--- src/rtl/uart_alu_frame_ctrl_if.sv ---
// Byte-stream and result bus between uart_alu_frame_ctrl and the UART / LED logic.
// master: the frame controller; slave: the UART receiver/transmitter side.
interface uart_alu_frame_ctrl_if #(
  parameter int N_BITS  = 8,
  parameter int NB_DATA = 16
);
  logic                i_rx_valid;
  logic [N_BITS-1:0]   i_rx_data;
  logic                i_tx_done;
  logic                o_tx_start;
  logic [N_BITS-1:0]   o_tx_data;
  logic [NB_DATA-1:0]  o_result;
  logic [3:0]          o_status;
  logic                o_busy;
  logic                o_err;

  modport master (
    input  i_rx_valid, i_rx_data, i_tx_done,
    output o_tx_start, o_tx_data, o_result, o_status, o_busy, o_err
  );

  modport slave (
    output i_rx_valid, i_rx_data, i_tx_done,
    input  o_tx_start, o_tx_data, o_result, o_status, o_busy, o_err
  );
endinterface

--- src/rtl/uart_alu_frame_ctrl.sv ---
// UART frame assembler + ALU + response streamer with inter-byte timeout.
// Define UART_ALU_CHECKSUM_EN to require a trailing XOR checksum byte per frame.
module uart_alu_frame_ctrl #(
  parameter int N_BITS         = 8,
  parameter int NB_DATA        = 16,
  parameter int NB_OP          = 6,
  parameter int TIMEOUT_CYCLES = 50000
) (
  input  logic                  i_clock,
  input  logic                  i_reset,
  uart_alu_frame_ctrl_if.master bus
);
  localparam int NBYTES     = NB_DATA / N_BITS;
  localparam int DATA_BYTES = 2 * NBYTES + 1;
`ifdef UART_ALU_CHECKSUM_EN
  localparam int FRAME_BYTES = DATA_BYTES + 1;
`else
  localparam int FRAME_BYTES = DATA_BYTES;
`endif
  localparam int CNT_W = $clog2(FRAME_BYTES + 1);
  localparam int TMO_W = $clog2(TIMEOUT_CYCLES + 1);
  localparam int TX_W  = $clog2(NBYTES + 2);
  localparam int MSB   = NB_DATA - 1;

  localparam logic [NB_OP-1:0] OP_ADD = NB_OP'(6'b100000);
  localparam logic [NB_OP-1:0] OP_SUB = NB_OP'(6'b100010);
  localparam logic [NB_OP-1:0] OP_AND = NB_OP'(6'b100100);
  localparam logic [NB_OP-1:0] OP_OR  = NB_OP'(6'b100101);
  localparam logic [NB_OP-1:0] OP_XOR = NB_OP'(6'b100110);
  localparam logic [NB_OP-1:0] OP_NOR = NB_OP'(6'b100111);
  localparam logic [NB_OP-1:0] OP_SRA = NB_OP'(6'b000011);
  localparam logic [NB_OP-1:0] OP_SRL = NB_OP'(6'b000010);

  typedef enum logic [2:0] {IDLE, RX, EXEC, TX_LOAD, TX_WAIT} state_t;

  state_t                       state_q, state_d;
  logic [CNT_W-1:0]             byte_cnt_q;
  logic [TMO_W-1:0]             tmo_cnt_q;
  logic [TX_W-1:0]              tx_idx_q;
  logic [DATA_BYTES*N_BITS-1:0] frame_q;
  logic [NB_DATA-1:0]           result_q;
  logic [3:0]                   status_q;
  logic [N_BITS-1:0]            tx_data_q;
  logic                         tx_start_q;
  logic                         err_q, err_d;

  logic                         tmo_hit, last_byte, csum_ok;
  logic [NB_DATA-1:0]           op_a, op_b, alu_result;
  logic [NB_OP-1:0]             opcode;
  logic                         carry, ovf, invalid;
  logic [3:0]                   alu_status;
  logic [(NBYTES+1)*N_BITS-1:0] resp_word;
  logic [N_BITS-1:0]            resp_byte;
  logic                         op_byte_unused;

  assign op_a           = frame_q[0 +: NB_DATA];
  assign op_b           = frame_q[NB_DATA +: NB_DATA];
  assign opcode         = frame_q[2*NB_DATA +: NB_OP];
  assign op_byte_unused = ^frame_q[2*NB_DATA +: N_BITS];

  assign tmo_hit   = (state_q == RX) && (tmo_cnt_q == TMO_W'(TIMEOUT_CYCLES - 1));
  assign last_byte = (state_q == RX) && bus.i_rx_valid && !tmo_hit &&
                     (byte_cnt_q == CNT_W'(FRAME_BYTES - 1));

`ifdef UART_ALU_CHECKSUM_EN
  logic [N_BITS-1:0] csum;
  always_comb begin
    csum = bus.i_rx_data;
    for (int unsigned i = 0; i < unsigned'(DATA_BYTES); i++) begin
      csum = csum ^ frame_q[i*N_BITS +: N_BITS];
    end
  end
  assign csum_ok = (csum == '0);
`else
  assign csum_ok = 1'b1;
`endif

  always_comb begin
    alu_result = '0;
    carry      = 1'b0;
    ovf        = 1'b0;
    invalid    = 1'b0;
    case (opcode)
      OP_ADD: begin
        {carry, alu_result} = {1'b0, op_a} + {1'b0, op_b};
        ovf = (op_a[MSB] == op_b[MSB]) && (alu_result[MSB] != op_a[MSB]);
      end
      OP_SUB: begin
        alu_result = op_a - op_b;
        carry      = (op_a < op_b);
        ovf        = (op_a[MSB] != op_b[MSB]) && (alu_result[MSB] != op_a[MSB]);
      end
      OP_AND: alu_result = op_a & op_b;
      OP_OR:  alu_result = op_a | op_b;
      OP_XOR: alu_result = op_a ^ op_b;
      OP_NOR: alu_result = ~(op_a | op_b);
      OP_SRA: begin
        if (op_b >= NB_DATA'(NB_DATA)) alu_result = {NB_DATA{op_a[MSB]}};
        else                           alu_result = $unsigned($signed(op_a) >>> op_b);
      end
      OP_SRL: begin
        if (op_b >= NB_DATA'(NB_DATA)) alu_result = '0;
        else                           alu_result = op_a >> op_b;
      end
      default: invalid = 1'b1;
    endcase
    alu_status = {invalid, ovf, (!invalid && (alu_result == '0)), carry};
  end

  assign resp_word = {N_BITS'(status_q), result_q};
  assign resp_byte = resp_word[tx_idx_q*N_BITS +: N_BITS];

  always_comb begin
    state_d = state_q;
    err_d   = 1'b0;
    case (state_q)
      IDLE: if (bus.i_rx_valid) state_d = RX;
      RX: begin
        if (tmo_hit) begin
          state_d = IDLE;
          err_d   = 1'b1;
        end else if (last_byte) begin
          if (csum_ok) begin
            state_d = EXEC;
          end else begin
            state_d = IDLE;
            err_d   = 1'b1;
          end
        end
      end
      EXEC:    state_d = TX_LOAD;
      TX_LOAD: state_d = TX_WAIT;
      TX_WAIT: begin
        if (bus.i_tx_done) state_d = (tx_idx_q == TX_W'(NBYTES)) ? IDLE : TX_LOAD;
      end
      default: state_d = IDLE;
    endcase
  end

  always_ff @(posedge i_clock or negedge i_reset) begin
    if (!i_reset) begin
      state_q    <= IDLE;
      byte_cnt_q <= '0;
      tmo_cnt_q  <= '0;
      tx_idx_q   <= '0;
      frame_q    <= '0;
      result_q   <= '0;
      status_q   <= '0;
      tx_data_q  <= '0;
      tx_start_q <= 1'b0;
      err_q      <= 1'b0;
    end else begin
      state_q    <= state_d;
      err_q      <= err_d;
      tx_start_q <= 1'b0;
      case (state_q)
        IDLE: begin
          tmo_cnt_q  <= '0;
          tx_idx_q   <= '0;
          byte_cnt_q <= '0;
          if (bus.i_rx_valid) begin
            frame_q[0 +: N_BITS] <= bus.i_rx_data;
            byte_cnt_q           <= CNT_W'(1);
          end
        end
        RX: begin
          if (tmo_hit) begin
            byte_cnt_q <= '0;
            tmo_cnt_q  <= '0;
          end else if (bus.i_rx_valid) begin
            // The checksum byte is only compared on arrival, never stored.
            if (byte_cnt_q < CNT_W'(DATA_BYTES))
              frame_q[byte_cnt_q*N_BITS +: N_BITS] <= bus.i_rx_data;
            byte_cnt_q <= byte_cnt_q + 1'b1;
            tmo_cnt_q  <= '0;
          end else begin
            tmo_cnt_q <= tmo_cnt_q + 1'b1;
          end
        end
        // EXEC launches the first response byte itself so it appears in the
        // following TX_LOAD cycle; later bytes are launched out of TX_LOAD,
        // giving a two-cycle i_tx_done -> o_tx_start spacing.
        EXEC: begin
          result_q   <= alu_result;
          status_q   <= alu_status;
          tx_data_q  <= alu_result[N_BITS-1:0];
          tx_start_q <= 1'b1;
          tx_idx_q   <= '0;
          byte_cnt_q <= '0;
        end
        TX_LOAD: begin
          if (tx_idx_q != '0) begin
            tx_data_q  <= resp_byte;
            tx_start_q <= 1'b1;
          end
        end
        TX_WAIT: if (bus.i_tx_done) tx_idx_q <= tx_idx_q + 1'b1;
        default: ;
      endcase
    end
  end

  assign bus.o_tx_start = tx_start_q;
  assign bus.o_tx_data  = tx_data_q;
  assign bus.o_result   = result_q;
  assign bus.o_status   = status_q;
  assign bus.o_busy     = (state_q != IDLE);
  assign bus.o_err      = err_q;
endmodule

--- src/flat_wrapper.sv ---
// flat-port wrapper written by rule: the top's interface ports become plain ports
module uart_alu_frame_ctrl_flat 
#(
  parameter int N_BITS         = 8,
  parameter int NB_DATA        = 16,
  parameter int NB_OP          = 6,
  parameter int TIMEOUT_CYCLES = 50000
)
  (i_clock, i_reset, bus_i_rx_valid, bus_i_rx_data, bus_i_tx_done, bus_o_tx_start, bus_o_tx_data, bus_o_result, bus_o_status, bus_o_busy, bus_o_err);
  uart_alu_frame_ctrl_if #(.N_BITS(N_BITS), .NB_DATA(NB_DATA)) bus_i ();
  input  logic i_clock;
  input  logic i_reset;
  input wire logic [$bits(bus_i.i_rx_valid)-1:0] bus_i_rx_valid;
  input wire logic [$bits(bus_i.i_rx_data)-1:0] bus_i_rx_data;
  input wire logic [$bits(bus_i.i_tx_done)-1:0] bus_i_tx_done;
  output wire logic [$bits(bus_i.o_tx_start)-1:0] bus_o_tx_start;
  output wire logic [$bits(bus_i.o_tx_data)-1:0] bus_o_tx_data;
  output wire logic [$bits(bus_i.o_result)-1:0] bus_o_result;
  output wire logic [$bits(bus_i.o_status)-1:0] bus_o_status;
  output wire logic [$bits(bus_i.o_busy)-1:0] bus_o_busy;
  output wire logic [$bits(bus_i.o_err)-1:0] bus_o_err;
  assign bus_i.i_rx_valid = bus_i_rx_valid;
  assign bus_i.i_rx_data = bus_i_rx_data;
  assign bus_i.i_tx_done = bus_i_tx_done;
  assign bus_o_tx_start = bus_i.o_tx_start;
  assign bus_o_tx_data = bus_i.o_tx_data;
  assign bus_o_result = bus_i.o_result;
  assign bus_o_status = bus_i.o_status;
  assign bus_o_busy = bus_i.o_busy;
  assign bus_o_err = bus_i.o_err;
  uart_alu_frame_ctrl #(.N_BITS(N_BITS), .NB_DATA(NB_DATA), .NB_OP(NB_OP), .TIMEOUT_CYCLES(TIMEOUT_CYCLES)) u_core (.i_clock(i_clock), .i_reset(i_reset), .bus(bus_i));
endmodule
--- config.mk ---
export PLATFORM = sky130hd
export DESIGN_NAME = uart_alu_frame_ctrl_flat
export DESIGN_NICKNAME = d
export VERILOG_FILES = /design/src/rtl/uart_alu_frame_ctrl_if.sv /design/src/rtl/uart_alu_frame_ctrl.sv /design/src/flat_wrapper.sv
export SDC_FILE = /design/constraint.sdc
export NUM_CORES = 1
export LEC_CHECK = 0
export CORE_MARGIN = 2
export CORE_UTILIZATION = 60
export CTS_CLUSTER_SIZE = 14
export DETAILED_ROUTE_END_ITERATION = 8
export GPL_ROUTABILITY_DRIVEN = 0
export HOLD_SLACK_MARGIN = 0.08
export PLACE_DENSITY = 0.86
export SLEW_MARGIN = 30
export SYNTH_ARGS = -nofsm -noshare
export SYNTH_HDL_FRONTEND = slang
export SYNTH_SLANG_ARGS = --single-unit
--- constraint.sdc ---
create_clock -name i_clock -period 5.7 [get_ports i_clock]
set_input_delay 1.71 -clock i_clock [delete_from_list [all_inputs] [get_ports i_clock]]
set_output_delay 1.71 -clock i_clock [all_outputs]
set_load 0.02 [all_outputs]
==> results.toml <==
[run_status]
status = "complete, no violations"

[finish]
area_delta_synth_final_pct = 8.94
drive_above_1_share_pct = 8.24
layout_commonest_cell = "nand2_1"
diodes = 0
finalNetCount = 1095
final_cell_mix = "133 x nand2_1, 91 x dfrtp_1, 80 x nor2_1"
fin_util_pct = 66.6

[clock_tree]
clk_pin_slew_ns = 0.07
cts_resized = 0
post_cts_buffers = 0
cts.path.max_buffers = 2
clock_latency_ns = 0.36
cts.sinks = 92
cts_tree = "yes"
htree_levels = 3
cts_hold_buffers = 0
cts_buffers = 9
cts_root_buf = "clkbuf_16"

[timing]
post-route-min-period_ns = 4.00
max_freq_ghz = 0.250
worst_pin_slew_ns = 0.869
clock_skew_ns = 0.0119
setup_violations = 0
hold_violations = 0
slew_headroom_pct = 41.5
grt_setup_unrepaired = "no"
finalCritPeriodShare_pct = 70.2
finalMaxSlewViolations = 0
tns_ns = 0
whs_ns = 0.490

[synthesis]
yosys.area_share.simple_pct = 22.7
synth_compound_area_share_pct = 21.4
synth_cell_type_count = 76
syn_inst = 1029
synthXorXnorAreaFrac_pct = 3.74
synth_ff_type = "dfrtp_1"
synth_top_family_by_area = "simple AND/OR/NAND/NOR gates"
yosys.area_share.adder_pct = 8.65
synth_edf_count = 0
yosys_warnings = 0
syn_area_mm2 = 0.00842
async_reset_ff_share_pct = 100
muxShareOfSynthArea_pct = 10.7
synth_seq_cells = 92
yosysSeqAreaShare_pct = 27.3
syn_area_per_cell_um2 = 8.19
syn-num-nets = 1098

[critical_path]
slowest_delay_ns = 0.80
worstPathArrival_ns = 4.29
slowest_stage = "dfrtp_1"
rrSetupSlack_ns = 1.70
start_kind = "flip-flop"
r2r-start = "u_core.frame_q[19]$_DFFE_PN0P_"
cp.required_ns = 5.98
critical_path.max_fanout = 21
r2r_end = "u_core.bus.o_status[1]$_DFFE_PN0P_"
critical_path_class = "flip-flop to flip-flop"
cp_cell_sequence = "clkinv_1 > ha_1 > inv_1 > o311ai_0 > a211oi_1 > a311oi_1 > a221o_1 > a21oi_1 > nand4_1 > o21ai_1"
startpoint = "u_core.frame_q[19]$_DFFE_PN0P_"
end_kind = "flip-flop"
r2r_cells = 10
endpoint = "u_core.bus.o_status[1]$_DFFE_PN0P_"

[grt]
grt_pass1_wl_um = 39700
antenna_found_initial = 0
grt_max_degree = 63
overflow = 0
grt_use_total_pct = 34.0
first_global_vias = 7391

[power]
p_per_area_mw_per_mm2 = 525
ir_worst_vdd_mv = 0.202
clkPwrFrac_pct = 12.3
p_sw_mw = 2.47
seq_power_share_pct = 24.1
p_leak_nw = 3.79
p_comb_share_pct = 63.6
switching_share_pct = 51.3
power.internal_mw = 2.35

[detailed_routing]
wl_per_cell_um = 20.7
drt-initial-drc-count = 1212
first_pass_iters = 6
drc_errors = 0
drt-total-wl_um = 25100
vias = 8277
drtAntennaViolNets = 0
vias_per_cell = 6.83

[floorplanning]
start_util_pct = 61.2
core-area_mm2 = 0.0138
rows = 43
die_w_um = 122
die_area_mm2 = 0.0150
pin_count = 43
die_h_um = 122

[run]
maxCapViolCount = 0

[hold_path]
min_path_type = "flip-flop to flip-flop"

[place]
hpwl_um = 18400
io_buffers = 42
==> cell type report <==
cell class | count | area (µm²)
fill | 1124 | 4600
inverter | 56 | 210
sequential | 92 | 2300
clock buffer | 10 | 239
clock inverter | 6 | 53.8
timing repair buffer | 49 | 470
tap | 180 | 225
multi-input combinational | 818 | 5670
==> worst min-delay path by stage <==
stage / from / slack (ns) / depth (start not counted) / end
floorplan: u_core.tmo_cnt_q[6]$_DFFE_PN0P_ / 0.48 / 1 / u_core.tmo_cnt_q[6]$_DFFE_PN0P_
global placement: u_core.bus.o_tx_data[1]$_DFFE_PN0P_ / 0.47 / 2 / u_core.bus.o_tx_data[1]$_DFFE_PN0P_
detailed placement: u_core.bus.o_tx_data[1]$_DFFE_PN0P_ / 0.48 / 2 / u_core.bus.o_tx_data[1]$_DFFE_PN0P_
CTS: u_core.bus.o_tx_data[1]$_DFFE_PN0P_ / 0.49 / 2 / u_core.bus.o_tx_data[1]$_DFFE_PN0P_
global route: u_core.bus.o_tx_data[1]$_DFFE_PN0P_ / 0.52 / 2 / u_core.bus.o_tx_data[1]$_DFFE_PN0P_
finish: u_core.bus.o_tx_data[1]$_DFFE_PN0P_ / 0.49 / 2 / u_core.bus.o_tx_data[1]$_DFFE_PN0P_
==> routing by layer <==
layer  share of wire (%)  routed length [µm]  up-vias  GRT usage, %
met4                 5.0                1250        0          14.8
met2                  43               10800      519          50.3
li1                    -                   -     3743             -
met1                  41               10200     3904          47.3
met3                  11                2830      111          8.46
met5                   0                   0        -             0
==> worst max-delay path: cells and delay by family, from the launching register on <==
kind                     cells  cell delay [ns]
AO/OA/AOI/OAI                6             1.86
adder cells (fa/ha/maj)      1             0.51
buffers and inverters        2             0.59
flip-flops                   1             0.80
AND/OR/NAND/NOR              1             0.15
==> registers in the layout, indices dropped and copies added (netlist names) <==
signal / cells
u_core.bus.o_result: 16
u_core.byte_cnt_q: 3
u_core.bus.o_status: 4
u_core.frame_q: 38
u_core.bus.o_tx_start: 1
u_core.tx_idx_q: 2
u_core.bus.o_tx_data: 8
u_core.state_q: 3
u_core.bus.o_err: 1
u_core.tmo_cnt_q: 16
==> kinds of logic (layout without fill, tap and decap cells) <==
family | count (synthesis) | count (layout)
and+or+nand+nor | 381 | 381
AOI/OAI and AO/OA | 269 | 269
buffers and inverters | 119 | 121
DFF | 92 | 92
muxes | 75 | 75
adders and majority gates | 57 | 57
xor gates and xnor gates | 36 | 36
==> synthesized netlist by cell type (14+ instances only) <==
| master | n | share of area [%] |
|---|---|---|
| a21oi_1 | 45 | 2.7 |
| nor3_1 | 29 | 1.7 |
| clkbuf_1 | 47 | 2.1 |
| o21ai_0 | 76 | 4.5 |
| inv_1 | 54 | 2.4 |
| a31oi_1 | 14 | 1.0 |
| mux2_2 | 22 | 2.9 |
| mux2i_1 | 43 | 5.1 |
| nor2_1 | 80 | 3.6 |
| ha_1 | 55 | 8.2 |
| xnor2_1 | 27 | 2.8 |
| nand2_1 | 133 | 5.9 |
| dfrtp_1 | 92 | 27 |
| nand3_1 | 26 | 1.5 |
==> power by group through the flow <==
stage                     Combinational, mW  Sequential, mW  Clock [mW]
after floorplan                        2.27            1.04           0
after global placement                 2.88            1.14           0
after detailed placement               2.94            1.15           0
after CTS                              2.96            1.14       0.590
after global routing                   3.32            1.18       0.616
final                                  3.07            1.16       0.592
==> through the flow <==
step	std cells	total power [mW]	worst slack (ns)	cell area (µm²)
3_3_place_gp	1195	4.01	1.95	8870
2_1_floorplan	1029	3.31	2.45	8420
4_1_cts	1211	4.69	1.94	9170
6_report	1211	4.82	1.70	9180
3_5_place_dp	1195	4.09	1.91	8870
5_1_grt	1211	5.12	1.48	9180
No activity file was read; power rests on OpenSTA's default activity.
